===== src/rtl/divergent_manager.sv =====
// Per-core execution manager: per-thread PCs plus a live mask, scheduling the
// lowest live PC each instruction so divergent threads reconverge at the minimum PC.
module divergent_manager #(
    parameter int THREADS_PER_BLOCK = 4,
    parameter int PC_BITS           = 8
) (
    input  logic                                   clk,
    input  logic                                   reset,
    input  logic                                   start,
    input  logic [$clog2(THREADS_PER_BLOCK):0]     thread_count,
    input  logic [2:0]                             fetcher_state,
    input  logic                                   decoded_ret,
    input  logic [2*THREADS_PER_BLOCK-1:0]         lsu_state,
    input  logic [PC_BITS*THREADS_PER_BLOCK-1:0]   next_pc,
    output logic [PC_BITS-1:0]                     current_pc,
    output logic [THREADS_PER_BLOCK-1:0]           thread_mask,
    output logic [3:0]                             core_state,
    output logic                                   done
);
    localparam int T = THREADS_PER_BLOCK;

    typedef enum logic [3:0] {
        IDLE     = 4'd0,
        FETCH    = 4'd1,
        DECODE   = 4'd2,
        REQUEST  = 4'd3,
        WAIT     = 4'd4,
        EXECUTE  = 4'd5,
        UPDATE   = 4'd6,
        DONE     = 4'd7,
        SCHEDULE = 4'd8
    } state_t;

    state_t                    state_q, state_d;
    logic [PC_BITS-1:0]        cur_pc_q, cur_pc_d;
    logic [T-1:0]              mask_q, mask_d;
    logic [T-1:0]              live_q, live_d;
    logic [T-1:0][PC_BITS-1:0] pc_q, pc_d;
    logic                      done_q, done_d;

    logic [PC_BITS-1:0]        min_pc;
    logic [T-1:0]              at_min;
    logic                      lsu_busy;

    // Starting from all-ones keeps the search correct when every live PC is the max value.
    always_comb begin
        min_pc = '1;
        for (int i = 0; i < T; i++) begin
            if (live_q[i] && (pc_q[i] < min_pc)) min_pc = pc_q[i];
        end
        at_min = '0;
        for (int i = 0; i < T; i++) begin
            at_min[i] = live_q[i] && (pc_q[i] == min_pc);
        end
    end

    always_comb begin
        lsu_busy = 1'b0;
        for (int i = 0; i < T; i++) begin
            if (mask_q[i] && ((lsu_state[2*i +: 2] == 2'b01) || (lsu_state[2*i +: 2] == 2'b10)))
                lsu_busy = 1'b1;
        end
    end

    always_comb begin
        state_d  = state_q;
        cur_pc_d = cur_pc_q;
        mask_d   = mask_q;
        live_d   = live_q;
        pc_d     = pc_q;
        done_d   = done_q;
        case (state_q)
            IDLE: begin
                if (start) begin
                    pc_d = '0;
                    // Lanes are all below T, so this also clamps an oversized count.
                    for (int i = 0; i < T; i++) live_d[i] = (i < int'(thread_count));
                    state_d = SCHEDULE;
                end
            end
            SCHEDULE: begin
                if (live_q == '0) begin
                    done_d  = 1'b1;
                    mask_d  = '0;
                    state_d = DONE;
                end else begin
                    cur_pc_d = min_pc;
                    mask_d   = at_min;
                    state_d  = FETCH;
                end
            end
            FETCH:   if (fetcher_state == 3'b010) state_d = DECODE;
            DECODE:  state_d = REQUEST;
            REQUEST: state_d = WAIT;
            WAIT:    if (!lsu_busy) state_d = EXECUTE;
            EXECUTE: state_d = UPDATE;
            UPDATE: begin
                for (int i = 0; i < T; i++) begin
                    if (mask_q[i]) begin
                        if (decoded_ret) live_d[i] = 1'b0;
                        else             pc_d[i]   = next_pc[i*PC_BITS +: PC_BITS];
                    end
                end
                state_d = SCHEDULE;
            end
            DONE:    state_d = DONE;
            default: state_d = IDLE;
        endcase
    end

    always_ff @(posedge clk or negedge reset) begin
        if (!reset) begin
            state_q  <= IDLE;
            cur_pc_q <= '0;
            mask_q   <= '0;
            live_q   <= '0;
            pc_q     <= '0;
            done_q   <= 1'b0;
        end else begin
            state_q  <= state_d;
            cur_pc_q <= cur_pc_d;
            mask_q   <= mask_d;
            live_q   <= live_d;
            pc_q     <= pc_d;
            done_q   <= done_d;
        end
    end

    assign current_pc  = cur_pc_q;
    assign thread_mask = mask_q;
    assign core_state  = state_q;
    assign done        = done_q;
endmodule


===== config.mk =====
export PLATFORM = sky130hd
export DESIGN_NAME = divergent_manager
export DESIGN_NICKNAME = d
export VERILOG_FILES = /design/src/rtl/divergent_manager.sv
export SDC_FILE = /design/constraint.sdc
export NUM_CORES = 1
export LEC_CHECK = 0
export CORE_MARGIN = 2
export CORE_UTILIZATION = 56
export CTS_BUF_LIST = sky130_fd_sc_hd__clkbuf_8
export DETAILED_ROUTE_END_ITERATION = 16
export PLACE_DENSITY = 0.84
export SYNTH_ARGS = -nofsm -noshare
export SYNTH_HDL_FRONTEND = slang
export SYNTH_SLANG_ARGS = --single-unit

===== constraint.sdc =====
create_clock -name clk -period 9.66 [get_ports clk]
set_input_delay 2.898 -clock clk [delete_from_list [all_inputs] [get_ports clk]]
set_output_delay 2.898 -clock clk [all_outputs]
set_load 0.01 [all_outputs]

# Word level (Yosys, flattened, before mapping)
# Cells that the tools add are included.
# word_totals
reg_bits	53
input_bits	50
# classes
muxes	31
reduce_logical	30
bitwise_logic	1
magnitude_cmp	8
eq_ne	30
# ops
operator	n
$mux W8	12
$pmux W32 S2	1
$pmux W4 S9	1
$eq A8 B8 Y1	4
$mux W32	1
$reduce_and A4 Y1	8
$lt A8 B8 Y1	3
$mux W4	5
$ne A2 B2 Y1 const B	9
$eq A4 B3 Y1 const B	4
$logic_and A1 B1 Y1	12
$mux W1	9
$eq A2 B1 Y1 const B	4
$eq A2 B2 Y1 const B	4
$eq A4 B2 Y1 const B	2
$logic_not A4 Y1	2
$lt A8 B8 Y1 const B	1
$pmux W4 S2	1
$lt A1 B3 Y1 const A	2
$lt A2 B3 Y1 const A	2
$eq A4 B1 Y1 const B	1
$eq A4 B4 Y1 const B	1
$logic_or A1 B1 Y1	4
$reduce_and A2 Y1	2
5 further kinds	5

# Logic depth before layout (Yosys ltp)
# Gate-level depths: netlist of the first run.
# depth
ltp_word	15
depth_mapped	33

# Worst setup path before layout of the first run
# No wires, ideal clock.
# synth_path
path_kind	reg2reg
startpoint	register live_q[0]
endpoint	register mask_q[1], in the netlist thread_mask[1]
setup_time_ns	0.104
path_slack_ns	2.959
arrival_time_ns	6.598
n_path_buf	4
path_stages_with_launch	32
path_cell_list	dfrtp_1 -> clkbuf_1 -> nor2b_1 -> ha_1 -> nand4_1 -> a2111oi_4 -> or2_1 -> buf_6 -> clkbuf_1 -> nor2_1 -> a21oi_1 -> inv_1 -> ha_1 -> a21oi_1 -> o2111ai_1 -> or3_1 -> nor3_1 -> a211oi_2 -> a21o_1 -> buf_4 -> mux2i_1 -> ha_1 -> a21o_1 -> a21oi_1 -> nand2_1 -> a31oi_1 -> a21oi_1 -> a31oi_1 -> xnor2_1 -> nand3_1 -> a2111o_1 -> o41ai_2
# synth_via
elab_chain_cells	14
# synth_lines
element	line_no	rtl
start: declaration	37	logic [T-1:0] live_q, live_d;
start signal: assignment	123	live_q <= live_d;
$logic_and A1 B1 Y1	49	if (live_q[i] && (pc_q[i] < min_pc)) min_pc = pc_q[i];
$mux W8	49	
$lt A8 B8 Y1	49	
$logic_and A1 B1 Y1	49	
$mux W8	49	
$lt A8 B8 Y1	49	
$logic_and A1 B1 Y1	49	
$mux W8	49	
$lt A8 B8 Y1	49	
$logic_and A1 B1 Y1	49	
$mux W8	49	
$eq A8 B8 Y1	53	at_min[i] = live_q[i] && (pc_q[i] == min_pc);
$logic_and A1 B1 Y1	53	
$mux W4 *	82	if (live_q == '0) begin
end signal: assignment	122	mask_q <= mask_d;
end: declaration	36	logic [T-1:0] mask_q, mask_d;
# Every way passes the cells marked *; elsewhere a longest branch is shown, timed or not.
# A chain may end at the register's enable or synchronous reset.

# Worst setup path after layout of the first run
# Ends and elaborated chain as after synthesis.

==> results.py, run 1 <==
metrics = {
    "run_status": {
        "outcome": "finished clean",
    },
    "setup_path": {
        "crit_path_max_fanout": 19,
        "cp.arrival_ns": 8.36,
        "ff2ff_path_depth": 28,
        "end_kind": "flop",
        "critPathKind": "reg2reg",
        "start_kind": "flop",
        "crit_start": "live_q[0]",
        "max_stage_delay_ns": 0.60,
        "r2r_start": "live_q[0]",
        "slowest_stage": "a2111oi_4",
        "required_ns": 9.88,
    },
    "yosys": {
        "synth_seq_cells": 53,
        "synthesis.nets": 552,
        "synth-async-reset-ratio_pct": 100.0,
        "syn_area_per_cell_um2": 8.211,
        "synthTopCellsByArea": "dfrtp_1 (33%), nand2_1 (7.5%), o21ai_0 (6.7%)",
        "ys.flop_type": "dfrtp_1",
        "yosys_warnings": 0,
        "syn_area_mm2": 0.003983,
        "synth_top_cell_by_area": "dfrtp_1",
        "syn_inst": 485,
        "yosysSeqAreaShare_pct": 33.30,
        "yosys.cell_types.count": 65,
        "synth-edff-count": 0,
        "synth_top_area_share_pct": 33.30,
    },
    "drt": {
        "drc_errors": 0,
        "via_per_inst": 6.318,
        "ant_nets": 0,
        "drt_iter0_markers": 395,
        "firstDrtPassIters": 6,
        "drt_wl_total_mm": 12.09,
        "routed-via-count": 4012,
        "avgRoutedWirePerCell_um": 19.03,
    },
    "floorplan": {
        "die-area_mm2": 0.007802,
        "start_util_pct": 58.30,
        "rows": 30,
        "die_w_um": 88.33,
        "core_mm2": 0.006832,
        "boundaryPins": 67,
        "fp.dieH_um": 88.33,
    },
    "sta": {
        "hold_ws_ns": 0.4754,
        "finalWorstPathRequiredPeriod_ns": 8.136,
        "fin_skew_ns": 0.01244,
        "finalCritPeriodShare_pct": 84.23,
        "maxSlewViolCount": 0,
        "rsz0062_at_grt": "no",
        "finalSetupViolations": 0,
        "finalHoldViolCount": 0,
        "tns_ns": 0,
        "worstMarginPinSlew_ns": 1.021,
        "timing.slew.headroom_pct": 31.76,
        "max_freq_ghz": 0.1229,
    },
    "power_and_ir_drop": {
        "p_per_area_mw_per_mm2": 353.2,
        "p_seq_share_pct": 21.3,
        "finalPower_mw": 1.699,
        "power.switching_mw": 0.8841,
        "combPwrFrac_pct": 69.4,
        "p_leak_nw": 1.983,
        "ir_drop_uv": 160.8,
        "clock_power_share_pct": 9.3,
        "p_int_mw": 0.8144,
        "swShare_pct": 52.05,
    },
    "cts": {
        "clk_pin_slew_ns": 0.11,
        "htreeDepth": 2,
        "cts_resized": 0,
        "numCtsBuffers": 5,
        "cts_num_sinks": 53,
        "root_buffer": "clkbuf_8",
        "cts_tree": "yes",
        "postCtsHoldBufs": 0,
        "cts_setup_buffers": 0,
        "clock_latency_ns": 0.32,
        "clockBufferDepth": 2,
    },
    "placed_design": {
        "dpl-instance-area_mm2": 0.004696,
        "dp_hpwl_mm": 9.149,
        "routabilityCongestion": 0.9890,
        "portBuffers": 66,
    },
    "global_routing": {
        "grt_overflow": 0,
        "grt_pass1_vias": 3811,
        "grt_max_degree": 54,
        "antenna_found_initial": 0,
        "grt.total_usage_pct": 32.02,
        "grt_pass1_wl_mm": 19.30,
    },
    "min_path": {
        "hp-start": "done",
        "hold_path_class": "reg2reg",
        "min_path_cells": 1,
    },
    "finish": {
        "register_area_mm2": 0.001326,
        "fin_nets": 605,
        "antenna_cells": 0,
        "multi_input_area_mm2": 0.002485,
        "layout-drive-gt1-share_pct": 6.308,
        "final_util_pct": 70.38,
        "n_fill_cell": 561,
        "syn2layout_area_growth_pct": 20.74,
        "final_area_mm2": 0.004808,
    },
    "job": {
        "drv_cap": 0,
    },
}
-- cells by family (layout without fill, tap and decap cells) --
logic type	count (synthesis)	after routing	share of synthesized area, %
AO/OA/AOI/OAI	161	161	27.62
XOR/XNOR	18	18	3.958
adder cells (fa/ha/maj)	18	18	5.592
buffers and inverters	44	98	4.586
flip-flops	53	53	33.30
multiplexers	10	10	2.953
AND/OR/NAND/NOR	181	181	21.99
-- registers in the layout, indices dropped and copies added, names as in the netlist --
register and cells:
pc_q 32, current_pc 8, core_state 4, live_q 4, thread_mask 4, done 1
-- stage by stage --
stage               instances  setup WS (ns)
global placement          627          1.981
floorplan                 485          2.959
CTS                       635          1.731
detailed placement        627          1.762
global route              635         0.9426
finish                    635          1.524
-- layout make-up --
cell class                 instances  area share (%)
clock inverter                     3          0.9107
inverter                          19           1.483
multi-input combinational        388           51.68
timing repair buffer              71           14.42
clock buffer                       5           1.431
sequential                        53           27.58
tap                               96           2.498
-- power groups by stage --
stage	combinational [mW]	sequential [mW]	clock [mW]
final	1.18	0.362	0.158
after global routing	1.28	0.368	0.167
after CTS	1.15	0.358	0.159
after detailed placement	1.14	0.361	0
after global placement	1.12	0.361	0
after floorplan	0.853	0.327	0
-- path summary, 6_finish.rpt --
| path | endpoint | slack, ns |
|---|---|---|
| worst max register to register | thread_mask[1] | 1.52 |
| worst min-delay path | done | 0.48 |
| min in group asynchronous | core_state[1] | 2.68 |
| worst max-delay path | thread_mask[1] | 1.52 |
| worst min register to register | done | 0.48 |
| max in group asynchronous | pc_q[19] | 6.53 |
-- cell usage after synthesis, types with 3 or more instances --
cell type,number
nand2_1,80
dfrtp_1,53
o21ai_0,53
nor2_1,30
a21oi_1,25
clkbuf_1,20
inv_1,18
ha_1,17
xnor2_1,14
nor3_1,12
a21o_1,9
o211ai_1,9
a22o_1,8
nand3_1,8
nor2b_1,8
a211o_1,7
nand2b_1,7
a211oi_1,5
a31oi_1,5
and2_1,5
mux2i_1,5
nand4b_1,5
o2111ai_1,5
o22ai_1,5
or4_1,5
mux2_2,4
o21ai_1,4
o41ai_1,4
xor2_1,4
and3_1,3
nand4_1,3
o31ai_1,3
or3_1,3
-- critical path: cells and delay by family, from the launching register on --
family | cells | cell delay [ns]
adder cells (fa/ha/maj) | 3 | 0.95
buffers and inverters | 2 | 0.31
flip-flops | 1 | 0.53
AO/OA/AOI/OAI | 12 | 3.77
multiplexers | 1 | 0.55
AND/OR/NAND/NOR | 9 | 1.74
XOR/XNOR | 1 | 0.17
-- layout by cell type, fill, tap and decap left out, types with 4 or more instances in the layout --
cell / instances
o211ai_1: 9
nand2_1: 80
and2_1: 5
nor3_1: 11
nand3_1: 8
o21ai_0: 53
a211oi_1: 5
nor2_1: 30
buf_4: 5
nor2b_1: 8
nand2b_1: 7
o2111ai_1: 5
a22o_1: 8
dfrtp_1: 53
mux2_2: 4
inv_1: 18
a21o_1: 9
or4_1: 5
xnor2_1: 14
a211o_1: 7
o22ai_1: 5
mux2i_1: 5
clkbuf_8: 5
a31oi_1: 5
xor2_1: 4
a21oi_1: 25
o41ai_1: 4
nand4b_1: 5
o21ai_1: 4
clkdlybuf4s50_1: 65
ha_1: 17
-- layer usage --
layer | GRT usage [%] | routed length (um) | up-vias | part of all wire [%]
li1 | - | - | 1872 | -
met1 | 43.99 | 5078 | 1893 | 42
met2 | 51.61 | 5696 | 218 | 47
met3 | 6.157 | 1061 | 29 | 8.8
met4 | 9.504 | 250 | 0 | 2.1
met5 | 0 | 0 | - | 0
Note: power is estimated with default switching activity, not from simulation.
==> run 2: changes to the inputs <==
--- a/config.mk
+++ b/config.mk
@@ -6,10 +6,10 @@
 export NUM_CORES = 1
 export LEC_CHECK = 0
 export CORE_MARGIN = 2
-export CORE_UTILIZATION = 56
+export CORE_UTILIZATION = 50
 export CTS_BUF_LIST = sky130_fd_sc_hd__clkbuf_8
 export DETAILED_ROUTE_END_ITERATION = 16
-export PLACE_DENSITY = 0.84
+export PLACE_DENSITY = 0.79
 export SYNTH_ARGS = -nofsm -noshare
 export SYNTH_HDL_FRONTEND = slang
 export SYNTH_SLANG_ARGS = --single-unit
==> constraint.sdc (replaced) <==
create_clock -name clk -period 6.6 [get_ports clk]
set_input_delay 1.98 -clock clk [delete_from_list [all_inputs] [get_ports clk]]
set_output_delay 1.98 -clock clk [all_outputs]
set_load 0.01 [all_outputs]
==> results.py, run 2 (same netlist as run 1, synthesis figures left out) <==
metrics = {
    "sta": {
        "finalWorstPathRequiredPeriod_ns": 6.479,
        "finalHoldViolCount": 0,
        "maxSlewViolCount": 0,
        "finalSetupViolations": 0,
        "max_freq_ghz": 0.1544,
        "timing.slew.headroom_pct": 30.54,
        "finalCritPeriodShare_pct": 98.16,
        "fin_skew_ns": 0.004023,
        "worstMarginPinSlew_ns": 1.035,
    },
    "global_routing": {
        "grt_overflow": 0,
        "grt_max_degree": 54,
        "grt_pass1_vias": 4011,
        "antenna_found_initial": 0,
        "grt.total_usage_pct": 29.79,
        "grt_pass1_wl_mm": 20.32,
    },
    "drt": {
        "firstDrtPassIters": 5,
        "drt_wl_total_mm": 12.90,
        "via_per_inst": 6.118,
        "ant_nets": 0,
        "drc_errors": 0,
        "avgRoutedWirePerCell_um": 18.98,
        "drt_iter0_markers": 327,
        "routed-via-count": 4160,
    },
    "setup_path": {
        "start_kind": "flop",
        "critPathKind": "reg2reg",
        "crit_path_max_fanout": 7,
        "ff2ff_path_depth": 28,
        "required_ns": 6.82,
        "cp.arrival_ns": 6.69,
        "crit_start": "live_q[0]",
        "end_kind": "flop",
        "slowest_stage": "dfrtp_2",
        "path_common_cell": "a21o_1",
        "max_stage_delay_ns": 0.45,
        "r2r_start": "live_q[0]",
    },
    "finish": {
        "fin_nets": 644,
        "final_util_pct": 68.20,
        "largest_reg_flops": 32,
        "layout_commonest_cell": "nand2_1",
        "syn2layout_area_growth_pct": 32.33,
        "finalNonFillerCells": 680,
        "layout-drive-gt1-share_pct": 17.47,
        "antenna_cells": 0,
        "regMostFlops": "pc_q",
        "layout_common_cells": "nand2_1 (77), clkdlybuf4s50_1 (65), o21ai_0 (52)",
    },
    "power_and_ir_drop": {
        "ir_drop_uv": 243.8,
        "p_leak_nw": 2.179,
        "p_per_area_mw_per_mm2": 540.8,
        "finalPower_mw": 2.850,
    },
    "placed_design": {
        "portBuffers": 66,
        "place_inst": 664,
        "dp_hpwl_mm": 9.702,
        "routabilityCongestion": 0.9879,
    },
    "cts": {
        "clk_pin_slew_ns": 0.10,
        "numCtsBuffers": 5,
        "root_buffer": "clkbuf_8",
        "cts_num_sinks": 53,
        "postCtsHoldBufs": 0,
        "htreeDepth": 2,
        "clockBufferDepth": 2,
        "clock_latency_ns": 0.31,
        "cts_tree": "yes",
    },
    "floorplan": {
        "start_util_pct": 51.54,
        "die-area_mm2": 0.008695,
        "fp.dieH_um": 93.25,
        "rows": 32,
        "boundaryPins": 67,
        "core_mm2": 0.007727,
        "die_w_um": 93.25,
    },
    "min_path": {
        "min_path_cells": 1,
        "hold_path_class": "reg2reg",
        "hp-start": "done",
    },
    "job": {
        "drv_cap": 0,
    },
    "run_status": {
        "outcome": "finished clean",
    },
}
[run 2: routing by layer]
metal / share of wire [%] / wire (um) / track usage [%] / vias to the layer above
li1: - / - / - / 1953
met2: 47 / 6088 / 47.60 / 174
met4: 2.7 / 348 / 9.191 / 0
met1: 43 / 5597 / 42.29 / 1996
met5: 0 / 0 / 0 / -
met3: 6.7 / 869 / 3.546 / 37
[run 2: final timing paths]
kind                                  endpoint  slack, ns
worst max-delay path            thread_mask[1]       0.12
worst min-delay path                      done       0.47
worst max register to register  thread_mask[1]       0.12
worst min register to register            done       0.47
max in group asynchronous              pc_q[5]       4.32
min in group asynchronous        core_state[1]       1.79
[run 2: where the power goes]
part / leakage [nW] / switching (mW) / internal (mW)
registers: 0.714 / 0.128 / 0.397
logic: 1.41 / 1.17 / 0.961
clock network: 0.0512 / 0.112 / 0.0854
total: 2.18 / 1.41 / 1.44
[run 2: what timing repair did]
| action | in CTS | in global routing |
|---|---|---|
| setup endpoints to repair | 3 | 5 |
| endpoints found under the hold margin | 0 | 0 |
| gates cloned | 0 | 2 |
| buffers inserted | 1 | 5 |
| gates resized for setup | 3 | 32 |
| pin swaps | 1 | 10 |
[run 2: metrics by stage]
| stage | area (um^2) | TNS (ns) | hold WS [ns] | setup slack (ns) |
|---|---|---|---|---|
| after floorplan | 3989 | 0 | 0.4777 | 0.01527 |
| after global placement | 4942 | 0 | 0.4436 | 0.1782 |
| after detailed placement | 4942 | -0.1828 | 0.4491 | -0.1136 |
| after CTS | 5054 | 0 | 0.4759 | 0.03383 |
| after global routing | 5270 | -0.2401 | 0.5166 | -0.1166 |
| final | 5270 | 0 | 0.4744 | 0.1214 |
[run 2: critical path: cells and delay by family, from the launching register on]
kind / cells / cell delay [ns]
AOI/OAI and AO/OA: 14 / 3.09
adders and majority gates: 3 / 0.73
buffers and inverters: 4 / 0.60
DFF: 1 / 0.45
muxes: 1 / 0.18
and+or+nand+nor: 6 / 1.32
[run 2: final cells by class]
type | instances | area, um^2
Sequential cell | 53 | 1329
Inverter | 19 | 71.32
Clock inverter | 2 | 13.76
Clock buffer | 6 | 82.58
Multi-Input combinational cell | 389 | 2664
Tap cell | 102 | 127.6
Timing Repair Buffer | 109 | 982.2
Fill cell | 646 | 2457
